<file path="src/rtl/instr_queue.sv">
// instr_queue: in-order instruction/PC queue between fetch and decode.
//
// Parameters
//   DEPTH   entry count (power of two, >= 2)
//   IWIDTH  instruction width
//   PCW     PC width
//   BYPASS  1 = an empty queue passes the push straight to the pop side
//
// Ports
//   clk          rising-edge clock
//   reset        asynchronous active-low reset
//   flush        discard all contents (priority over push/pop)
//   push_valid   fetch offers push_instr/push_pc
//   push_ready   queue can take the push (not full, not flushing)
//   push_instr   instruction bits
//   push_pc      instruction PC
//   pop_valid    head entry available
//   pop_ready    decode consumes the head
//   pop_instr    head instruction (don't-care while pop_valid=0)
//   pop_pc       head PC (don't-care while pop_valid=0)
//   occupancy    number of stored entries
//   stall_cnt    saturating count of cycles a push was back-pressured
module instr_queue #(
  parameter int DEPTH  = 4,
  parameter int IWIDTH = 32,
  parameter int PCW    = 32,
  parameter int BYPASS = 0
) (
  input  logic                     clk,
  input  logic                     reset,
  input  logic                     flush,
  input  logic                     push_valid,
  output logic                     push_ready,
  input  logic [IWIDTH-1:0]        push_instr,
  input  logic [PCW-1:0]           push_pc,
  output logic                     pop_valid,
  input  logic                     pop_ready,
  output logic [IWIDTH-1:0]        pop_instr,
  output logic [PCW-1:0]           pop_pc,
  output logic [$clog2(DEPTH):0]   occupancy,
  output logic [31:0]              stall_cnt
);

  localparam int AW = $clog2(DEPTH);
  localparam logic [AW:0] FULL_CNT = (AW+1)'(DEPTH);

  logic [AW:0]       occ_q;
  logic [AW-1:0]     rd_ptr;
  logic [AW-1:0]     wr_ptr;
  logic [IWIDTH-1:0] mem_instr [DEPTH];
  logic [PCW-1:0]    mem_pc    [DEPTH];

  logic bypass_en;
  logic pass_thru;
  logic wr_en;
  logic rd_en;

  // Bypass is only offered when nothing is stored, so ordering is preserved.
  // It is gated by reset so pop_valid stays low while reset is asserted.
  assign bypass_en = (BYPASS != 0) && (occ_q == '0) && !flush && reset;
  assign pass_thru = bypass_en && push_valid && pop_ready;

  // push_ready depends only on state and flush; no path from pop_ready.
  assign push_ready = (occ_q < FULL_CNT) && !flush;
  assign pop_valid  = bypass_en ? push_valid : ((occ_q != '0) && !flush);
  assign pop_instr  = bypass_en ? push_instr : mem_instr[rd_ptr];
  assign pop_pc     = bypass_en ? push_pc    : mem_pc[rd_ptr];
  assign occupancy  = occ_q;

  // A passed-through instruction is neither written nor popped from storage.
  assign wr_en = push_valid && push_ready && !pass_thru;
  assign rd_en = pop_valid && pop_ready && !bypass_en;

  always_ff @(posedge clk or negedge reset) begin
    if (!reset) begin
      occ_q  <= '0;
      rd_ptr <= '0;
      wr_ptr <= '0;
    end else if (flush) begin
      occ_q  <= '0;
      rd_ptr <= '0;
      wr_ptr <= '0;
    end else begin
      if (wr_en) wr_ptr <= wr_ptr + AW'(1);
      if (rd_en) rd_ptr <= rd_ptr + AW'(1);
      case ({wr_en, rd_en})
        2'b10:   occ_q <= occ_q + (AW+1)'(1);
        2'b01:   occ_q <= occ_q - (AW+1)'(1);
        default: occ_q <= occ_q;
      endcase
    end
  end

  always_ff @(posedge clk or negedge reset) begin
    if (!reset) begin
      stall_cnt <= '0;
    end else if (push_valid && !push_ready && !flush && (stall_cnt != '1)) begin
      stall_cnt <= stall_cnt + 32'd1;
    end
  end

  // Storage is intentionally not reset.
  always_ff @(posedge clk) begin
    if (wr_en) begin
      mem_instr[wr_ptr] <= push_instr;
      mem_pc[wr_ptr]    <= push_pc;
    end
  end

endmodule

</file>
<file path="config.mk">
export PLATFORM = sky130hd
export DESIGN_NAME = instr_queue
export DESIGN_NICKNAME = d
export VERILOG_FILES = /design/src/rtl/instr_queue.sv
export SDC_FILE = /design/constraint.sdc
export NUM_CORES = 1
export LEC_CHECK = 0
export ABC_AREA = 0
export CORE_MARGIN = 3
export CORE_UTILIZATION = 30
export CTS_BUF_LIST = sky130_fd_sc_hd__clkbuf_16
export DETAILED_ROUTE_END_ITERATION = 7
export GPL_TIMING_DRIVEN = 0
export PLACE_DENSITY_LB_ADDON = 0.25
export SYNTH_ARGS = -nofsm -noshare
export SYNTH_HDL_FRONTEND = slang
export SYNTH_SLANG_ARGS = --single-unit
</file>
<file path="constraint.sdc">
create_clock -name clk -period 3.35 [get_ports clk]
set_input_delay 0.335 -clock clk [delete_from_list [all_inputs] [get_ports clk]]
set_output_delay 0.335 -clock clk [all_outputs]
set_load 0.02 [all_outputs]
</file>
==> qor.csv <==
stage,metric,value,unit
status,status,finished clean,
synthesis,sequential share of the synthesized area,76.5,%
timing,# setup viols final,0,
timing,fin. max-slew vios,0,
floorplan,core area,36900,um2
routing,wire per inst,19.0,um
cells_and_area,Final Non-Filler Cells,1259,
cells_and_area,most frequent cells in the layout,"edfxtp_1, clkdlybuf4s50_1, mux4_2",
cells_and_area,antenna cell count,0,
global_route,grt total ovfl,0,
clock_network,clock sink total,295,
floorplan,Die ar.,40100,um2
routing,DRT Pass-1 Iters,4,
placement,Area after DPL,13800,um2
clock_network,clock buffer depth,3,
global_route,gr usage total,11.8,%
synthesis,Mapped Area,11300,um2
timing,Min Hold Slack,0.338,ns
synthesis,Synth Area per Inst,21.5,um2
clock_network,htree depth,2,
setup_path,slowest cell on the critical path,dfrtp_1,
clock_network,Clock Pin Slew Worst Setup and Hold Paths,0.06,ns
synthesis,Post-synth ARST share,13.2,%
cells_and_area,P&R area growth vs syn,31.6,%
hold_path,hold crit path type,input port to async pin,
routing,vias per cell,4.53,
setup_path,element type at the critical path start,flip-flop,
setup_path,Crit. End Element,primary output,
clock_network,CTS tree,done,
setup_path,data required time of the critical path,3.01,ns
timing,Fmax,0.324,GHz
timing,Slew headroom,56.2,%
routing,# DRC,0,
routing,Starting DRT DRC Count,180,
cells_and_area,"most common cell after layout, fill and taps aside",edfxtp_1,
setup_path,max incr delay on CP,0.69,ns
pwr,Max IR drop VDD,273,uV
floorplan,# rows,70,
placement,IO buf count,168,
synthesis,syn_nets,602,
timing,final hold violation count,0,
routing,via count,5709,
routing,final WL,23.9,mm
pwr,Power Density,611,nW/um2
cells_and_area,Total Nets Final,810,
synthesis,dominant cell type by area after synthesis,edfxtp_1,
clock_network,clk root buf,clkbuf_16,
placement,"number of placed instances, taps included",1204,
floorplan,I/O pins,170,
setup_path,CP Data Arrival Time,2.75,ns
clock_network,cts bufs inserted,34,
global_route,initial antenna violation count,0,
cells_and_area,share of cells above drive strength 1,20.7,%
floorplan,Die Height,200,um
timing,"Min Clock Period, post-route",3.09,ns
timing,Worst-Margin Slew,0.658,ns
synthesis,Yosys warnings,0,
setup_path,path depth of the worst reg2reg path,8,
clock_network,"Clk Latency, worst-skew pair",0.50,ns
synthesis,"top cells by area, synth","edfxtp_1, mux4_2, dfrtp_1",
cells_and_area,multi-input gate area in the final layout,2550,um2
floorplan,Die X,200,um
cells_and_area,number of fill cells,3352,
synthesis,Post-synth EDFFs,256,
pwr,LEAKAGE,5.02,nW
timing,post-route setup TNS,0,ns
flow_run,max_cap viols,0,
timing,RSZ-0062 raised after global routing,no,
setup_path,WS Path Type,flip-flop to primary output,
synthesis,post-synthesis register bit count,295,
timing,period utilization,92.1,%
synthesis,post-synth cell types,42,
floorplan,starting density of the core,30.7,%
synthesis,Most used DFF post-synth,edfxtp_1,
placement,routability congestion estimate,0.726,
setup_path,Max Fanout on Critical Path,11,
global_route,vias in the first global route,6162,
cells_and_area,register area,8660,um2
setup_path,crit path cell chain,"clkbuf_1, mux4_2, clkdlybuf4s50_1",
placement,Detail Placement HPWL,15.1,mm
synthesis,area share of the largest cell type after synthesis,67.9,%
cells_and_area,Final Cell Area,14900,um2
global_route,first-pass GRT wire length,37.0,mm
routing,antenna-violating nets left,0,
global_route,largest net degree at the start of global routing,41,
synthesis,post-synthesis instance total,527,
timing,Setup Skew,0.0126,ns
==> path summary, 6_finish.rpt <==
check	endpoint	startpoint	slack, ns
hold / removal	stall_cnt[6]	reset	0.34
hold reg to reg	stall_cnt[12]	stall_cnt[12]	0.50
setup / recovery	pop_instr[4]	rd_ptr[1]	0.26
max in group asynchronous	wr_ptr[1]	reset	2.53
setup reg to reg	occupancy[2]	occupancy[2]	1.26
min in group clk	occupancy[2]	push_valid	0.34
==> cells by family (layout without fill, tap and decap cells) <==
family          after synthesis  count (layout)  share of synthesized area (%)
simple gates                 90              90                           5.52
fa+ha+maj                     6               6                          0.729
compound gates               10              10                          0.553
xor+xnor                     35              35                           2.71
flops                       295             295                           76.5
buf+inv                      26             254                           1.12
mux                          65              65                           12.9
==> final cells by class <==
class                   count  area share, %
inverters                   4          0.101
well taps                 504           4.23
repair buffers            174           12.2
clock inverters            21           1.49
clock buffers              35           5.88
plain buffers              20          0.781
flip-flops and latches    295           58.1
multi-input cells         206           17.1
==> critical path, delay by kind of cell, from the launching register on <==
| kind | cells | cell delay (ns) |
|---|---|---|
| mux | 1 | 0.41 |
| flops | 1 | 0.69 |
| buf+inv | 2 | 1.15 |
==> layer usage <==
| metal | vias up | share of wire (%) | global-route usage [%] | wire length, um |
|---|---|---|---|---|
| met3 | 36 | 6.3 | 3.82 | 1520 |
| met4 | 0 | 1.8 | 3.04 | 438 |
| met1 | 2962 | 45 | 16.0 | 10700 |
| met2 | 147 | 47 | 18.6 | 11200 |
| li1 | 2564 | - | - | - |
| met5 | - | 0 | 0 | 0 |
==> where the power goes <==
| group | switching (mW) | leakage (nW) | total (mW) | internal, mW |
|---|---|---|---|---|
| Combinational | 0.632 | 1.60 | 1.29 | 0.655 |
| Sequential | 0.0589 | 2.86 | 4.21 | 4.15 |
| Clock | 1.39 | 0.556 | 3.60 | 2.20 |
| Total | 2.09 | 5.02 | 9.10 | 7.01 |
==> flip-flops by register name, summed over array words and instances, names as in the netlist <==
name / cells
mem_instr: 128
mem_pc: 128
stall_cnt: 32
occupancy: 3
rd_ptr: 2
wr_ptr: 2
==> cells in the mapped netlist (all sizes together) (8+ instances only) <==
| master | n |
|---|---|
| and3 | 10 |
| edfxtp | 256 |
| dfrtp | 39 |
| nor3 | 8 |
| xor2 | 17 |
| buf | 15 |
| mux4 | 64 |
| xnor2 | 18 |
| nand3 | 23 |
| nand4 | 8 |
| nor2 | 15 |
==> repair_timing <==
action | 4_1_cts | 5_1_grt
resized for setup | 5 | 2
buffers inserted | 0 | 0
endpoints found under the setup margin | 56 | 12
cloned | 0 | 0
pin swaps | 0 | 0
hold buffers | 1 | 0
hold endpoints to repair | 18 | 0
==> metrics by stage <==
step | utilization, % | total power [mW] | setup slack, ns
after floorplan | - | 4.98 | 0.334
after global placement | 37.0 | 5.59 | -1.44
after detailed placement | 37.4 | 5.61 | 0.345
after CTS | 40.4 | 9.27 | 0.0372
after global routing | 40.4 | 9.49 | 0.0538
final | 40.4 | 9.10 | 0.265
No activity file was read; power rests on OpenSTA's default activity.
